==> src/rtl/alu_pkg.sv <==
// Shared definitions for the ALU command sequencer: opcodes, FSM states
// and the legal-opcode check. Optional statistics: ALU_SEQ_STATS_EN.
package alu_pkg;

    localparam logic [5:0] OP_ADD = 6'b100000;
    localparam logic [5:0] OP_SUB = 6'b100010;
    localparam logic [5:0] OP_EQ  = 6'b110000;
    localparam logic [5:0] OP_NE  = 6'b110001;
    localparam logic [5:0] OP_LE  = 6'b110010;
    localparam logic [5:0] OP_GT  = 6'b110011;
    localparam logic [5:0] OP_LLS = 6'b111000;
    localparam logic [5:0] OP_LRS = 6'b111001;
    localparam logic [5:0] OP_ARS = 6'b111010;

    typedef enum logic [1:0] {
        S_IDLE = 2'd0,
        S_EXEC = 2'd1,
        S_RESP = 2'd2
    } seq_state_t;

    function automatic logic is_legal_op(input logic [5:0] op);
        case (op)
            OP_ADD, OP_SUB, OP_EQ, OP_NE, OP_LE,
            OP_GT, OP_LLS, OP_LRS, OP_ARS: return 1'b1;
            default:                       return 1'b0;
        endcase
    endfunction

endpackage

==> src/rtl/alu_op_sequencer_if.sv <==
// Command, ALU-side and response signals of the sequencer.
// slave = sequencer side, master = environment (producer, ALU, consumer).
interface alu_op_sequencer_if #(
    parameter int DATA_W = 32,
    parameter int OP_W   = 6
);
    logic              cmd_valid;
    logic              cmd_ready;
    logic [OP_W-1:0]   cmd_op;
    logic [DATA_W-1:0] cmd_a;
    logic [DATA_W-1:0] cmd_b;
    logic              cmd_use_acc;
    logic [DATA_W-1:0] alu_a;
    logic [DATA_W-1:0] alu_b;
    logic [OP_W-1:0]   alu_op;
    logic [DATA_W-1:0] alu_ans1;
    logic              alu_ans2;
    logic              alu_z;
    logic              alu_n;
    logic              rsp_valid;
    logic              rsp_ready;
    logic [DATA_W-1:0] rsp_data;
    logic              rsp_carry;
    logic              rsp_z;
    logic              rsp_n;
    logic              rsp_err;

    modport master (
        output cmd_valid, cmd_op, cmd_a, cmd_b, cmd_use_acc,
        output alu_ans1, alu_ans2, alu_z, alu_n, rsp_ready,
        input  cmd_ready, alu_a, alu_b, alu_op,
        input  rsp_valid, rsp_data, rsp_carry, rsp_z, rsp_n, rsp_err
    );

    modport slave (
        input  cmd_valid, cmd_op, cmd_a, cmd_b, cmd_use_acc,
        input  alu_ans1, alu_ans2, alu_z, alu_n, rsp_ready,
        output cmd_ready, alu_a, alu_b, alu_op,
        output rsp_valid, rsp_data, rsp_carry, rsp_z, rsp_n, rsp_err
    );

endinterface

==> src/rtl/alu_seq_stats.sv <==
// Saturating pair of completion/rejection counters for the sequencer.
// Instantiated only when ALU_SEQ_STATS_EN is defined.
module alu_seq_stats #(
    parameter int CNT_W = 16
) (
    input  logic             clk,
    input  logic             rst,
    input  logic             inc_ops,
    input  logic             inc_err,
    output logic [CNT_W-1:0] stat_ops,
    output logic [CNT_W-1:0] stat_err
);

    // Count events, sticking at all-ones instead of wrapping
    always_ff @(posedge clk or posedge rst) begin
        if (rst) begin
            stat_ops <= '0;
            stat_err <= '0;
        end else begin
            if (inc_ops && (stat_ops != '1))
                stat_ops <= stat_ops + 1'b1;
            if (inc_err && (stat_err != '1))
                stat_err <= stat_err + 1'b1;
        end
    end

endmodule

==> src/rtl/alu_op_sequencer.sv <==
// Multi-cycle ALU command sequencer with result accumulator.
// Optional statistics counters: define ALU_SEQ_STATS_EN.
module alu_op_sequencer
    import alu_pkg::*;
#(
    parameter int DATA_W  = 32,
    parameter int OP_W    = 6,
    parameter int ALU_LAT = 1
`ifdef ALU_SEQ_STATS_EN
    ,
    parameter int CNT_W   = 16
`endif
) (
    input  logic             clk,
    input  logic             rst,
    alu_op_sequencer_if.slave bus
`ifdef ALU_SEQ_STATS_EN
    ,
    output logic [CNT_W-1:0] stat_ops,
    output logic [CNT_W-1:0] stat_err
`endif
);

    localparam int LAT_W = (ALU_LAT > 1) ? $clog2(ALU_LAT) : 1;
    localparam logic [LAT_W-1:0] LAST = LAT_W'(ALU_LAT - 1);

    seq_state_t        state;
    logic [LAT_W-1:0]  cnt;
    logic [DATA_W-1:0] acc;
    logic [DATA_W-1:0] alu_a;
    logic [DATA_W-1:0] alu_b;
    logic [OP_W-1:0]   alu_op;
    logic [DATA_W-1:0] rsp_data;
    logic              rsp_carry;
    logic              rsp_z;
    logic              rsp_n;
    logic              rsp_err;
    logic              legal;
    logic              capture;
    logic              reject;

    assign legal   = is_legal_op(bus.cmd_op);
    assign capture = (state == S_EXEC) && (cnt == LAST);
    assign reject  = (state == S_IDLE) && bus.cmd_valid && !legal;

    // Sequencer FSM; ALU drive and response fields are all registered here
    always_ff @(posedge clk or posedge rst) begin
        if (rst) begin
            state     <= S_IDLE;
            cnt       <= '0;
            acc       <= '0;
            alu_a     <= '0;
            alu_b     <= '0;
            alu_op    <= '0;
            rsp_data  <= '0;
            rsp_carry <= 1'b0;
            rsp_z     <= 1'b0;
            rsp_n     <= 1'b0;
            rsp_err   <= 1'b0;
        end else begin
            unique case (state)
                S_IDLE: begin
                    if (bus.cmd_valid && legal) begin
                        alu_a  <= bus.cmd_use_acc ? acc : bus.cmd_a;
                        alu_b  <= bus.cmd_b;
                        alu_op <= bus.cmd_op;
                        cnt    <= '0;
                        state  <= S_EXEC;
                    end else if (bus.cmd_valid) begin
                        rsp_data  <= '0;
                        rsp_carry <= 1'b0;
                        rsp_z     <= 1'b0;
                        rsp_n     <= 1'b0;
                        rsp_err   <= 1'b1;
                        state     <= S_RESP;
                    end
                end
                S_EXEC: begin
                    if (capture) begin
                        rsp_data  <= bus.alu_ans1;
                        rsp_carry <= bus.alu_ans2;
                        rsp_z     <= bus.alu_z;
                        rsp_n     <= bus.alu_n;
                        rsp_err   <= 1'b0;
                        acc       <= bus.alu_ans1;
                        alu_a     <= '0;
                        alu_b     <= '0;
                        alu_op    <= '0;
                        state     <= S_RESP;
                    end else begin
                        cnt <= cnt + 1'b1;
                    end
                end
                S_RESP: begin
                    if (bus.rsp_ready) begin
                        rsp_data  <= '0;
                        rsp_carry <= 1'b0;
                        rsp_z     <= 1'b0;
                        rsp_n     <= 1'b0;
                        rsp_err   <= 1'b0;
                        state     <= S_IDLE;
                    end
                end
                default: state <= S_IDLE;
            endcase
        end
    end

    assign bus.cmd_ready = (state == S_IDLE);
    assign bus.rsp_valid = (state == S_RESP);
    assign bus.alu_a     = alu_a;
    assign bus.alu_b     = alu_b;
    assign bus.alu_op    = alu_op;
    assign bus.rsp_data  = rsp_data;
    assign bus.rsp_carry = rsp_carry;
    assign bus.rsp_z     = rsp_z;
    assign bus.rsp_n     = rsp_n;
    assign bus.rsp_err   = rsp_err;

`ifdef ALU_SEQ_STATS_EN
    alu_seq_stats #(
        .CNT_W(CNT_W)
    ) u_stats (
        .clk     (clk),
        .rst     (rst),
        .inc_ops (capture),
        .inc_err (reject),
        .stat_ops(stat_ops),
        .stat_err(stat_err)
    );
`else
    logic unused_reject;
    assign unused_reject = reject;
`endif

endmodule

==> src/flat_wrapper.sv <==
// flat-port wrapper written by rule: the top's interface ports become plain ports
module alu_op_sequencer_flat import alu_pkg::*;
#(
    parameter int DATA_W  = 32,
    parameter int OP_W    = 6,
    parameter int ALU_LAT = 1

)
  (clk, rst, bus_cmd_valid, bus_cmd_op, bus_cmd_a, bus_cmd_b, bus_cmd_use_acc, bus_alu_ans1, bus_alu_ans2, bus_alu_z, bus_alu_n, bus_rsp_ready, bus_cmd_ready, bus_alu_a, bus_alu_b, bus_alu_op, bus_rsp_valid, bus_rsp_data, bus_rsp_carry, bus_rsp_z, bus_rsp_n, bus_rsp_err);
  alu_op_sequencer_if #(.DATA_W(DATA_W), .OP_W(OP_W)) bus_i ();
  input  logic clk;
  input  logic rst;
  input wire logic [$bits(bus_i.cmd_valid)-1:0] bus_cmd_valid;
  input wire logic [$bits(bus_i.cmd_op)-1:0] bus_cmd_op;
  input wire logic [$bits(bus_i.cmd_a)-1:0] bus_cmd_a;
  input wire logic [$bits(bus_i.cmd_b)-1:0] bus_cmd_b;
  input wire logic [$bits(bus_i.cmd_use_acc)-1:0] bus_cmd_use_acc;
  input wire logic [$bits(bus_i.alu_ans1)-1:0] bus_alu_ans1;
  input wire logic [$bits(bus_i.alu_ans2)-1:0] bus_alu_ans2;
  input wire logic [$bits(bus_i.alu_z)-1:0] bus_alu_z;
  input wire logic [$bits(bus_i.alu_n)-1:0] bus_alu_n;
  input wire logic [$bits(bus_i.rsp_ready)-1:0] bus_rsp_ready;
  output wire logic [$bits(bus_i.cmd_ready)-1:0] bus_cmd_ready;
  output wire logic [$bits(bus_i.alu_a)-1:0] bus_alu_a;
  output wire logic [$bits(bus_i.alu_b)-1:0] bus_alu_b;
  output wire logic [$bits(bus_i.alu_op)-1:0] bus_alu_op;
  output wire logic [$bits(bus_i.rsp_valid)-1:0] bus_rsp_valid;
  output wire logic [$bits(bus_i.rsp_data)-1:0] bus_rsp_data;
  output wire logic [$bits(bus_i.rsp_carry)-1:0] bus_rsp_carry;
  output wire logic [$bits(bus_i.rsp_z)-1:0] bus_rsp_z;
  output wire logic [$bits(bus_i.rsp_n)-1:0] bus_rsp_n;
  output wire logic [$bits(bus_i.rsp_err)-1:0] bus_rsp_err;
  assign bus_i.cmd_valid = bus_cmd_valid;
  assign bus_i.cmd_op = bus_cmd_op;
  assign bus_i.cmd_a = bus_cmd_a;
  assign bus_i.cmd_b = bus_cmd_b;
  assign bus_i.cmd_use_acc = bus_cmd_use_acc;
  assign bus_i.alu_ans1 = bus_alu_ans1;
  assign bus_i.alu_ans2 = bus_alu_ans2;
  assign bus_i.alu_z = bus_alu_z;
  assign bus_i.alu_n = bus_alu_n;
  assign bus_i.rsp_ready = bus_rsp_ready;
  assign bus_cmd_ready = bus_i.cmd_ready;
  assign bus_alu_a = bus_i.alu_a;
  assign bus_alu_b = bus_i.alu_b;
  assign bus_alu_op = bus_i.alu_op;
  assign bus_rsp_valid = bus_i.rsp_valid;
  assign bus_rsp_data = bus_i.rsp_data;
  assign bus_rsp_carry = bus_i.rsp_carry;
  assign bus_rsp_z = bus_i.rsp_z;
  assign bus_rsp_n = bus_i.rsp_n;
  assign bus_rsp_err = bus_i.rsp_err;
  alu_op_sequencer #(.DATA_W(DATA_W), .OP_W(OP_W), .ALU_LAT(ALU_LAT)) u_core (.clk(clk), .rst(rst), .bus(bus_i));
endmodule
==> config.mk <==
export PLATFORM = sky130hd
export DESIGN_NAME = alu_op_sequencer_flat
export DESIGN_NICKNAME = d
export VERILOG_FILES = /design/src/rtl/alu_pkg.sv /design/src/rtl/alu_op_sequencer_if.sv /design/src/rtl/alu_seq_stats.sv /design/src/rtl/alu_op_sequencer.sv /design/src/flat_wrapper.sv
export SDC_FILE = /design/constraint.sdc
export NUM_CORES = 1
export LEC_CHECK = 0
export BUFFER_PORTS_ARGS = -buffer_cell sky130_fd_sc_hd__buf_4
export CAP_MARGIN = 25
export CELL_PAD_IN_SITES_DETAIL_PLACEMENT = 1
export CELL_PAD_IN_SITES_GLOBAL_PLACEMENT = 1
export CORE_UTILIZATION = 41
export DETAILED_ROUTE_END_ITERATION = 6
export GPL_TIMING_DRIVEN = 1
export PLACE_DENSITY_LB_ADDON = 0.1
export SLEW_MARGIN = 0
export SYNTH_ARGS = -nofsm -noshare
export SYNTH_HDL_FRONTEND = slang
export SYNTH_HIERARCHICAL = 1
export SYNTH_SLANG_ARGS = --single-unit
==> constraint.sdc <==
create_clock -name clk -period 10.2 [get_ports clk]
set_input_delay 1.02 -clock clk [delete_from_list [all_inputs] [get_ports clk]]
set_output_delay 1.02 -clock clk [all_outputs]
set_load 0.05 [all_outputs]
# Word level (Yosys, flattened, before mapping)
# Index checks and enable logic that the tools add are counted.
classes:
  n_reduce_logical: 11
  eq_ne: 18
  bitwise_logic: 1
  n_mux: 36
  n_addsub: 1
op_table:
  columns: ["op", "n"]
  rows:
  - ["two-way mux 32 bit", 8]
  - ["case mux 32 bit (2 select lines)", 2]
  - ["case mux 32 bit (3 select lines)", 1]
  - ["equality test 6 bit (second input constant)", 9]
  - ["two-way mux 1 bit", 12]
  - ["two-way mux 6 bit", 2]
  - ["case mux 1 bit (3 select lines)", 4]
  - ["case mux 6 bit (2 select lines)", 1]
  - ["AND reduction 3 bit", 3]
  - ["OR reduction 9 bit", 1]
  - ["two-way mux 2 bit", 4]
  - ["!= test 2 bit (second input constant)", 4]
  - ["case mux 2 bit (3 select lines)", 1]
  - ["AND reduction 5 bit", 1]
  - ["!= test 2 x 1 -> 1 bit (second input constant)", 2]
  - ["!= test 3 x 2 -> 1 bit (second input constant)", 1]
  - ["nonzero test 3 bit", 1]
  - ["equality test 2 x 1 -> 1 bit (second input constant)", 1]
  - ["equality test 2 bit (second input constant)", 1]
  - ["logical AND 1 bit", 2]
  - ["logical NOT 2 bit", 1]
  - ["case mux 1 bit (2 select lines)", 1]
  - ["AND reduction 2 bit", 1]
  - ["nonzero test 2 bit", 1]
  - ["2 further kinds", 2]
word_totals:
  in_bits: 110
  ff_bits: 141
  word_cells: 78
  out_inout_bits: 108

# Longest topological paths before layout
# Gate-level depths: netlist (run 1).
logic_depth:
  word_depth: 6
  ltp_mapped: 9
  mapped_depth_nobuf: 6

# Worst setup path before layout (run 1)
# OpenSTA, ideal clock, no wires.
synth_path:
  path_type: "input to register"
  from: "input port bus_rsp_ready"
  to: "register u_core.rsp_data[0], in the netlist u_core/bus.rsp_data[0]"
  arrival_ns: 2.307
  t_required_ns: 10.124
  n_path_buf: 3
  slack_ns: 7.816
  setup_ns: 0.076
  path_stages: 7
  cell_sequence: "nor2b_1 -> or4b_4 -> buf_6 -> or2_1 -> buf_6 -> buf_8 -> o21ai_1"
synth_between:
  elab_chain_len: 2
synth_rtl:
  columns: ["element", "line_no", "rtl"]
  rows:
  - ["start, declared", "flat_wrapper.sv:22", "input wire logic [$bits(bus_i.rsp_ready)-1:0] bus_rsp_ready;"]
  - ["!= test 2 bit (no line)", null, null]
  - ["AND reduction 5 bit (no line)", null, null]
  - ["end signal, assigned", "alu_op_sequencer.sv:80", "rsp_data <= bus.alu_ans1;"]
  - ["end, declared", "alu_op_sequencer.sv:33", "logic [DATA_W-1:0] rsp_data;"]
# Every way passes these cells.
# A chain may end at the register's enable or synchronous reset.

# Worst setup path after layout (run 1)
layout_path:
  from: "register u_core.state[1]"
  to: "register u_core.rsp_data[25], in the netlist u_core/bus.rsp_data[25]"
layout_between:
  elab_chain_len: 4
  elab_cells_between_ends: 11
  cone_classes: "eq/ne: 6; mux: 1; reduce/logical: 4"
layout_rtl:
  columns: ["element", "line_no", "rtl"]
  rows:
  - ["start, declared", "alu_op_sequencer.sv:27", "seq_state_t state;"]
  - ["start signal, assigned", "alu_op_sequencer.sv:49", "state <= S_IDLE;"]
  - ["start signal, assigned", "alu_op_sequencer.sv:68", "state <= S_EXEC;"]
  - ["start signal, assigned", "alu_op_sequencer.sv:75", "state <= S_RESP;"]
  - ["equality test 2 x 1 -> 1 bit", "alu_op_sequencer.sv:43, alu_op_sequencer.sv:61", null]
  - ["logical AND 1 bit", "alu_op_sequencer.sv:43", "assign capture = (state == S_EXEC) && (cnt == LAST);"]
  - ["!= test 2 x 1 -> 1 bit (no line)", null, null]
  - ["AND reduction 5 bit (no line)", null, null]
# Parallel ways exist; a longest one is shown, timed or not.

==> impl_metrics.tcl, run 1 <==
set metrics [dict create \
    grt_pass1_wl_um 26400 \
    met2_usage 0.397 \
    clk_pin_slew_ns 0.05 \
    via_count 4508 \
    insertedDiodeCount 0 \
    dr.first_iter.drc_count 224 \
    crit_fanout 40 \
    cp-end-kind "flip-flop" \
    multi_input_area_sq_um 2000 \
    cts_buffer_depth 2 \
    numCtsBuffers 17 \
    drive_gt1_frac 0.430 \
    hpwl_um 11000 \
    grt_remaining_overflow 0 \
    register_area_sq_um 3530 \
    syn_nets 569 \
    reg2reg_from "u_core/state[1]$_DFFE_PP0P_" \
    ant_nets 0 \
    die-width_um 120 \
    finalHoldViolations 0 \
    postCtsSetupBuffers 0 \
    fin_hold_ws_ns 0.491 \
    synth-seq-cells 141 \
    wl_um 16500 \
    p_leak_nw 3.97 \
    hold_path.class "flip-flop to flip-flop" \
    yosysUniqueCellTypes 31 \
    tns_ns 0 \
    met1_usage 0.305 \
    cts_tree "built" \
    maxSlewHeadroom 0.384 \
    fill_cells 1396 \
    dr.pass1.iters 4 \
    crit_path_start_kind "flip-flop" \
    num_rows 42 \
    finClkSkew_ns 0.00887 \
    gr-usage-met3 0.0618 \
    clock-root-buffer "clkbuf_16" \
    holdBufCountCts 0 \
    crit_start "u_core/state[1]$_DFFE_PP0P_" \
    finalSetupViolCount 0 \
    htree_levels 4 \
    boundaryPins 218 \
    start_util 0.427 \
    drc 0 \
    io_buffers 217 \
    min_period_over_period 0.295 \
    clkLatencyLatePin_ns 0.42 \
    status "complete, no violations" \
    min_from "u_core/bus.alu_a[27]$_DFFE_PP0P_" \
    synth_warnings 6 \
    crit_arrival_ns 3.27 \
    fin_crit_ns 3.01 \
    drv_slew 0 \
    antenna_found_initial 0 \
    areaGrowthSynthToFinish_pct 39.2 \
    fmax_mhz 332 \
    top_usage_layer "met2" \
    fp.coreArea_sq_um 13500 \
    cp.required_ns 10.46 \
    synth.avg_cell_area_sq_um 12.6 \
    avgRoutedWirePerCell_um 19.7 \
    worst_pin_slew_ns 0.924 \
    place_ws_ns 7.09 \
    total_power_mw 2.02 \
    dieArea_sq_um 14500 \
    place_congestion 0.734 \
    grt_use_total 0.241 \
    cts_resized 0 \
    synthesis.area_sq_um 5740 \
    critPathKind "flip-flop to flip-flop" \
    nets 771 \
    grt_max_degree 94 \
    maxCapViolCount 0 \
    ys_seq_area_frac 0.614 \
    setup_slack_ns 7.19 \
    clock_sinks 141 \
    rsz0062_at_grt "no" \
    irDropWorstVdd_uv 116 \
    grt_pass1_vias 4920 \
    netlist_instances 455 \
    powerDensity_nw_per_um2 253 \
    die_h_um 120 \
    vias_per_cell 5.36 \
]
## layer usage
metal / part of all wire / vias up
li1: - / 2039
met1: 0.42 / 2299
met4: 0.020 / 0
met5: 0 / -
met3: 0.060 / 23
met2: 0.50 / 147
## worst max-delay path, stage by stage, from the launching register on
cell     delay, ns
dfrtp_1       0.42
inv_1         0.10
ha_2          0.75
nand2_1       0.20
or4b_4        0.49
or2_2         0.70
o21ai_1       0.18
## area by class of cell
type                    instances  area share
repair buffers                222       0.211
inverters                       5     0.00297
flip-flops and latches        141       0.441
well taps                     176      0.0275
clock buffers                  26      0.0662
clock inverters                 1    0.000626
multi-input cells             270       0.251
## final timing paths
check | slack (ns) | endpoint | cells after the start
worst max register to register | 7.19 | u_core/bus.rsp_data[25]$_DFFE_PP0P_ | 6
worst min-delay path | 0.49 | u_core/bus.alu_a[27]$_DFFE_PP0P_ | 1
worst min register to register | 0.49 | u_core/bus.alu_a[27]$_DFFE_PP0P_ | 1
worst max-delay path | 7.19 | u_core/bus.rsp_data[25]$_DFFE_PP0P_ | 6
max in group asynchronous | 8.23 | u_core/bus.rsp_data[29]$_DFFE_PP0P_ | 3
min in group asynchronous | 0.76 | u_core/bus.alu_a[27]$_DFFE_PP0P_ | 2
## synthesized netlist by cell type
| library cell | number | area [sq um] |
|---|---|---|
| dfrtp_1 | 141 | 3530 |
| nand2_1 | 39 | 146 |
| o21ai_0 | 39 | 195 |
| a22o_1 | 36 | 315 |
| o21ai_1 | 36 | 180 |
| mux2_2 | 32 | 360 |
| mux2i_1 | 32 | 320 |
| o2bb2ai_1 | 32 | 280 |
| clkbuf_1 | 25 | 93.8 |
| buf_1 | 7 | 26.3 |
| inv_1 | 5 | 18.8 |
| ha_1 | 4 | 50.1 |
| and2_1 | 3 | 18.8 |
| buf_8 | 3 | 45.0 |
| buf_2 | 2 | 10.0 |
| buf_6 | 2 | 22.5 |
| nand2b_1 | 2 | 12.5 |
| nor2_1 | 2 | 7.51 |
| a21boi_1 | 1 | 7.51 |
| a21o_2 | 1 | 8.76 |
| a21oi_1 | 1 | 5.00 |
| a311o_1 | 1 | 10.0 |
| and3b_1 | 1 | 8.76 |
| nor2b_1 | 1 | 6.26 |
| nor2b_4 | 1 | 13.8 |
| nor3_1 | 1 | 5.00 |
| nor3b_1 | 1 | 7.51 |
| o2111a_1 | 1 | 11.3 |
| o211ai_1 | 1 | 7.51 |
| or2_1 | 1 | 6.26 |
| or4b_4 | 1 | 13.8 |
## registers in the layout, summed over array words and instances (netlist names)
signal and flops:
u_core/bus.rsp_err 1, u_core/bus.rsp_carry 1, u_core/acc 32, u_core/bus.alu_op 6
u_core/bus.alu_a 32, u_core/cnt 1, u_core/bus.alu_b 32, u_core/state 2
u_core/bus.rsp_data 32, u_core/bus.rsp_n 1, u_core/bus.rsp_z 1
## metrics by stage
step                instance area (sq um)   util  instances
floorplan                            5740      -        455
global placement                     7430  0.553        813
detailed placement                   7460  0.555        814
CTS                                  8000  0.594        841
global route                         8000  0.594        841
finish                               8000  0.594        841
## power breakdown
group	internal [mW]	switching, mW
Clock	0.349	0.215
Sequential	0.688	0.0759
Combinational	0.238	0.456
## cells by family (layout without fill, tap and decap cells)
family,after synthesis,after routing,synth area share
AND/OR/NAND/NOR,53,53,0.0429
flip-flops,141,141,0.614
multiplexers,64,64,0.119
buffers and inverters,44,254,0.0377
AO/OA/AOI/OAI,149,149,0.178
adder cells (fa/ha/maj),4,4,0.00871
## cell usage in the layout (no fill, tap or decap), types with 2 or more instances in the layout
cell	synthesis	routed
buf_4	0	221
dfrtp_1	141	141
nand2_1	39	39
o21ai_0	39	39
o21ai_1	36	36
a22o_1	36	36
mux2_2	32	32
mux2i_1	32	32
o2bb2ai_1	32	32
clkbuf_16	0	17
clkbuf_8	0	7
inv_1	5	4
and2_1	3	3
ha_1	4	3
clkbuf_1	25	2
nor2_1	2	2
No activity file was read; power rests on OpenSTA's default activity.
==> run 2, diff against run 1 <==
- ABC_AREA: default -> 1
- CORE_UTILIZATION: 41 -> 32
- clock period: 10.2 -> 2.6 ns (I/O delays scaled with it)
==> impl_metrics.tcl, run 2 <==
set metrics [dict create \
    status "complete, no violations" \
    gr-usage-met3 0.0459 \
    num_rows 51 \
    maxSlewHeadroom 0.344 \
    boundaryPins 218 \
    areaGrowthSynthToFinish_pct 39.3 \
    grt_pass1_vias 5816 \
    synthArstFlopShare 1.00 \
    power_switching_share 0.431 \
    grt_max_degree 142 \
    layout_common_cells "383 x nand2_1, 228 x buf_4, 141 x dfrtp_1" \
    die-width_um 143 \
    fill_cells 2409 \
    critPathKind "flip-flop to flip-flop" \
    fp.coreArea_sq_um 19400 \
    start_util 0.326 \
    cp.required_ns 2.95 \
    switchingPower_mw 4.46 \
    drc 0 \
    crit_arrival_ns 2.54 \
    synth_common_cells "383 x nand2_1, 141 x dfrtp_1, 68 x nor2_1" \
    grt_pass1_wl_um 32100 \
    cts_tree "built" \
    die_h_um 143 \
    fin_hold_ws_ns 0.0363 \
    synth_top_cell_area_share 0.557 \
    holdBufCountCts 0 \
    p_leak_nw 5.06 \
    met2_usage 0.303 \
    netlist_instances 808 \
    via_count 5835 \
    clock_sinks 141 \
    insertedDiodeCount 0 \
    powerDensity_nw_per_um2 1180 \
    io_buffers 217 \
    clkLatencyLatePin_ns 0.42 \
    grt_use_total 0.205 \
    cp-end-kind "flip-flop" \
    maxCapViolCount 0 \
    vias_per_cell 4.54 \
    final_cell_area_sq_um 8820 \
    hpwl_um 13700 \
    r2r_slack_ns 0.41 \
    synthFlopType "dfrtp_1" \
    fin_crit_ns 2.19 \
    nets 1122 \
    p_comb_frac 0.415 \
    fmax_mhz 457 \
    yosys.area.top_type "dfrtp_1" \
    rsz0062_at_grt "no" \
    hold_path.class "input port to asynchronous set/reset pin" \
    synth-edff-count 0 \
    finClkSkew_ns 0.00980 \
    drive_gt1_frac 0.266 \
    yosysUniqueCellTypes 22 \
    seq_power_share 0.328 \
    dr.first_iter.drc_count 284 \
    min_period_over_period 0.842 \
    cts_resized 0 \
    pwr-share-clk 0.257 \
    finalHoldViolations 0 \
    synth-seq-cells 141 \
    p_int_mw 5.90 \
    crit_path_start_kind "flip-flop" \
    clk_pin_slew_ns 0.06 \
    clock-root-buffer "clkbuf_16" \
    cts_buffer_depth 2 \
    top_usage_layer "met2" \
    avgRoutedWirePerCell_um 15.7 \
    synth_warnings 6 \
    ant_nets 0 \
    crit_fanout 69 \
    drv_slew 0 \
    dieArea_sq_um 20400 \
    htree_levels 4 \
    final_common_cell "nand2_1" \
    worst_pin_slew_ns 0.983 \
    postCtsSetupBuffers 0 \
    ys_top_cells_by_area "dfrtp_1 56%, nand2_1 23%, nor2_1 4.0%, nand4_1 3.6%, inv_1 2.8%" \
    synth.avg_cell_area_sq_um 7.84 \
    irDropWorstVdd_uv 448 \
    synthesis.area_sq_um 6330 \
    numCtsBuffers 17 \
    grt_remaining_overflow 0 \
    antenna_found_initial 0 \
    dr.pass1.iters 6 \
    met1_usage 0.296 \
    wl_um 20200 \
    final_util 0.455 \
    tns_ns 0 \
    ys_seq_area_frac 0.557 \
    yosysMostFrequentCell "nand2_1" \
    syn_nets 922 \
    finalSetupViolCount 0 \
    place_congestion 0.739 \
    placed_area_sq_um 8180 \
]
-- run 2: cell types whose count changed after synthesis, sizes merged, moves of 3 or more --
cell	delta
nor2	+68
nand4	+36
mux2	-32
nand3	+36
a22o	-36
and2	-3
clkbuf	-4
inv	+45
o21ai	-41
nand2	+347
buf	+13
o2bb2ai	-32
mux2i	-32
-- run 2: final cells by class --
class                      count  area [sq um]  share of cell area
clock inverter                11           190              0.0216
sequential                   141          3530               0.400
inverter                      50           191              0.0217
clock buffer                  20           447              0.0507
tap                          265           332              0.0376
timing repair buffer         229          1730               0.196
multi-input combinational    569          2400               0.272
-- run 2: logic make-up after synthesis --
kind of cell    Yosys count  synth area share
simple gates            529             0.341
flops                   141             0.557
buf+inv                  98            0.0642
compound gates           36            0.0292
fa+ha+maj                 4           0.00791
-- run 2: critical path, cell delays in order, from the launching register on --
cell and delay (ns):
dfrtp_1 0.40, inv_1 0.11, ha_1 0.29, nand2_2 0.10, buf_4 0.26, nand2_2 0.10, buf_4 0.55, nand2_1 0.14
nand2_1 0.11
-- run 2: final timing paths --
| check | start | end | depth (start not counted) |
|---|---|---|---|
| worst max-delay path | u_core/state[1]$_DFFE_PP0P_ | u_core/bus.alu_a[5]$_DFFE_PP0P_ | 8 |
| worst min-delay path | rst | u_core/bus.alu_op[3]$_DFFE_PP0P_ | 3 |
| worst max register to register | u_core/state[1]$_DFFE_PP0P_ | u_core/bus.alu_a[5]$_DFFE_PP0P_ | 8 |
| worst min register to register | u_core/bus.alu_b[17]$_DFFE_PP0P_ | u_core/bus.alu_b[17]$_DFFE_PP0P_ | 2 |
| max in group asynchronous | rst | u_core/bus.alu_a[21]$_DFFE_PP0P_ | 3 |
| min in group clk | bus_cmd_b[3] | u_core/bus.alu_b[3]$_DFFE_PP0P_ | 3 |
-- run 2: metal layers --
layer / vias up / part of all wire
met5: - / 0
met4: 0 / 0.013
li1: 2904 / -
met2: 168 / 0.43
met1: 2743 / 0.50
met3: 20 / 0.056
-- run 2: power by group through the flow --
stage | logic [mW] | clock network, mW | registers, mW
after floorplan | 1.14 | 0 | 5.14
after global placement | 4.27 | 0 | 3.42
after detailed placement | 4.33 | 0 | 3.43
after CTS | 4.35 | 2.73 | 3.41
after global routing | 4.64 | 2.81 | 3.50
final | 4.30 | 2.66 | 3.40
-- run 2: through the flow --
stage	setup WS [ns]	cells	power [mW]
floorplan	0.577	808	6.28
global placement	0.450	1254	7.69
detailed placement	0.425	1254	7.77
CTS	0.391	1285	10.5
global route	0.145	1285	10.9
finish	0.411	1285	10.4
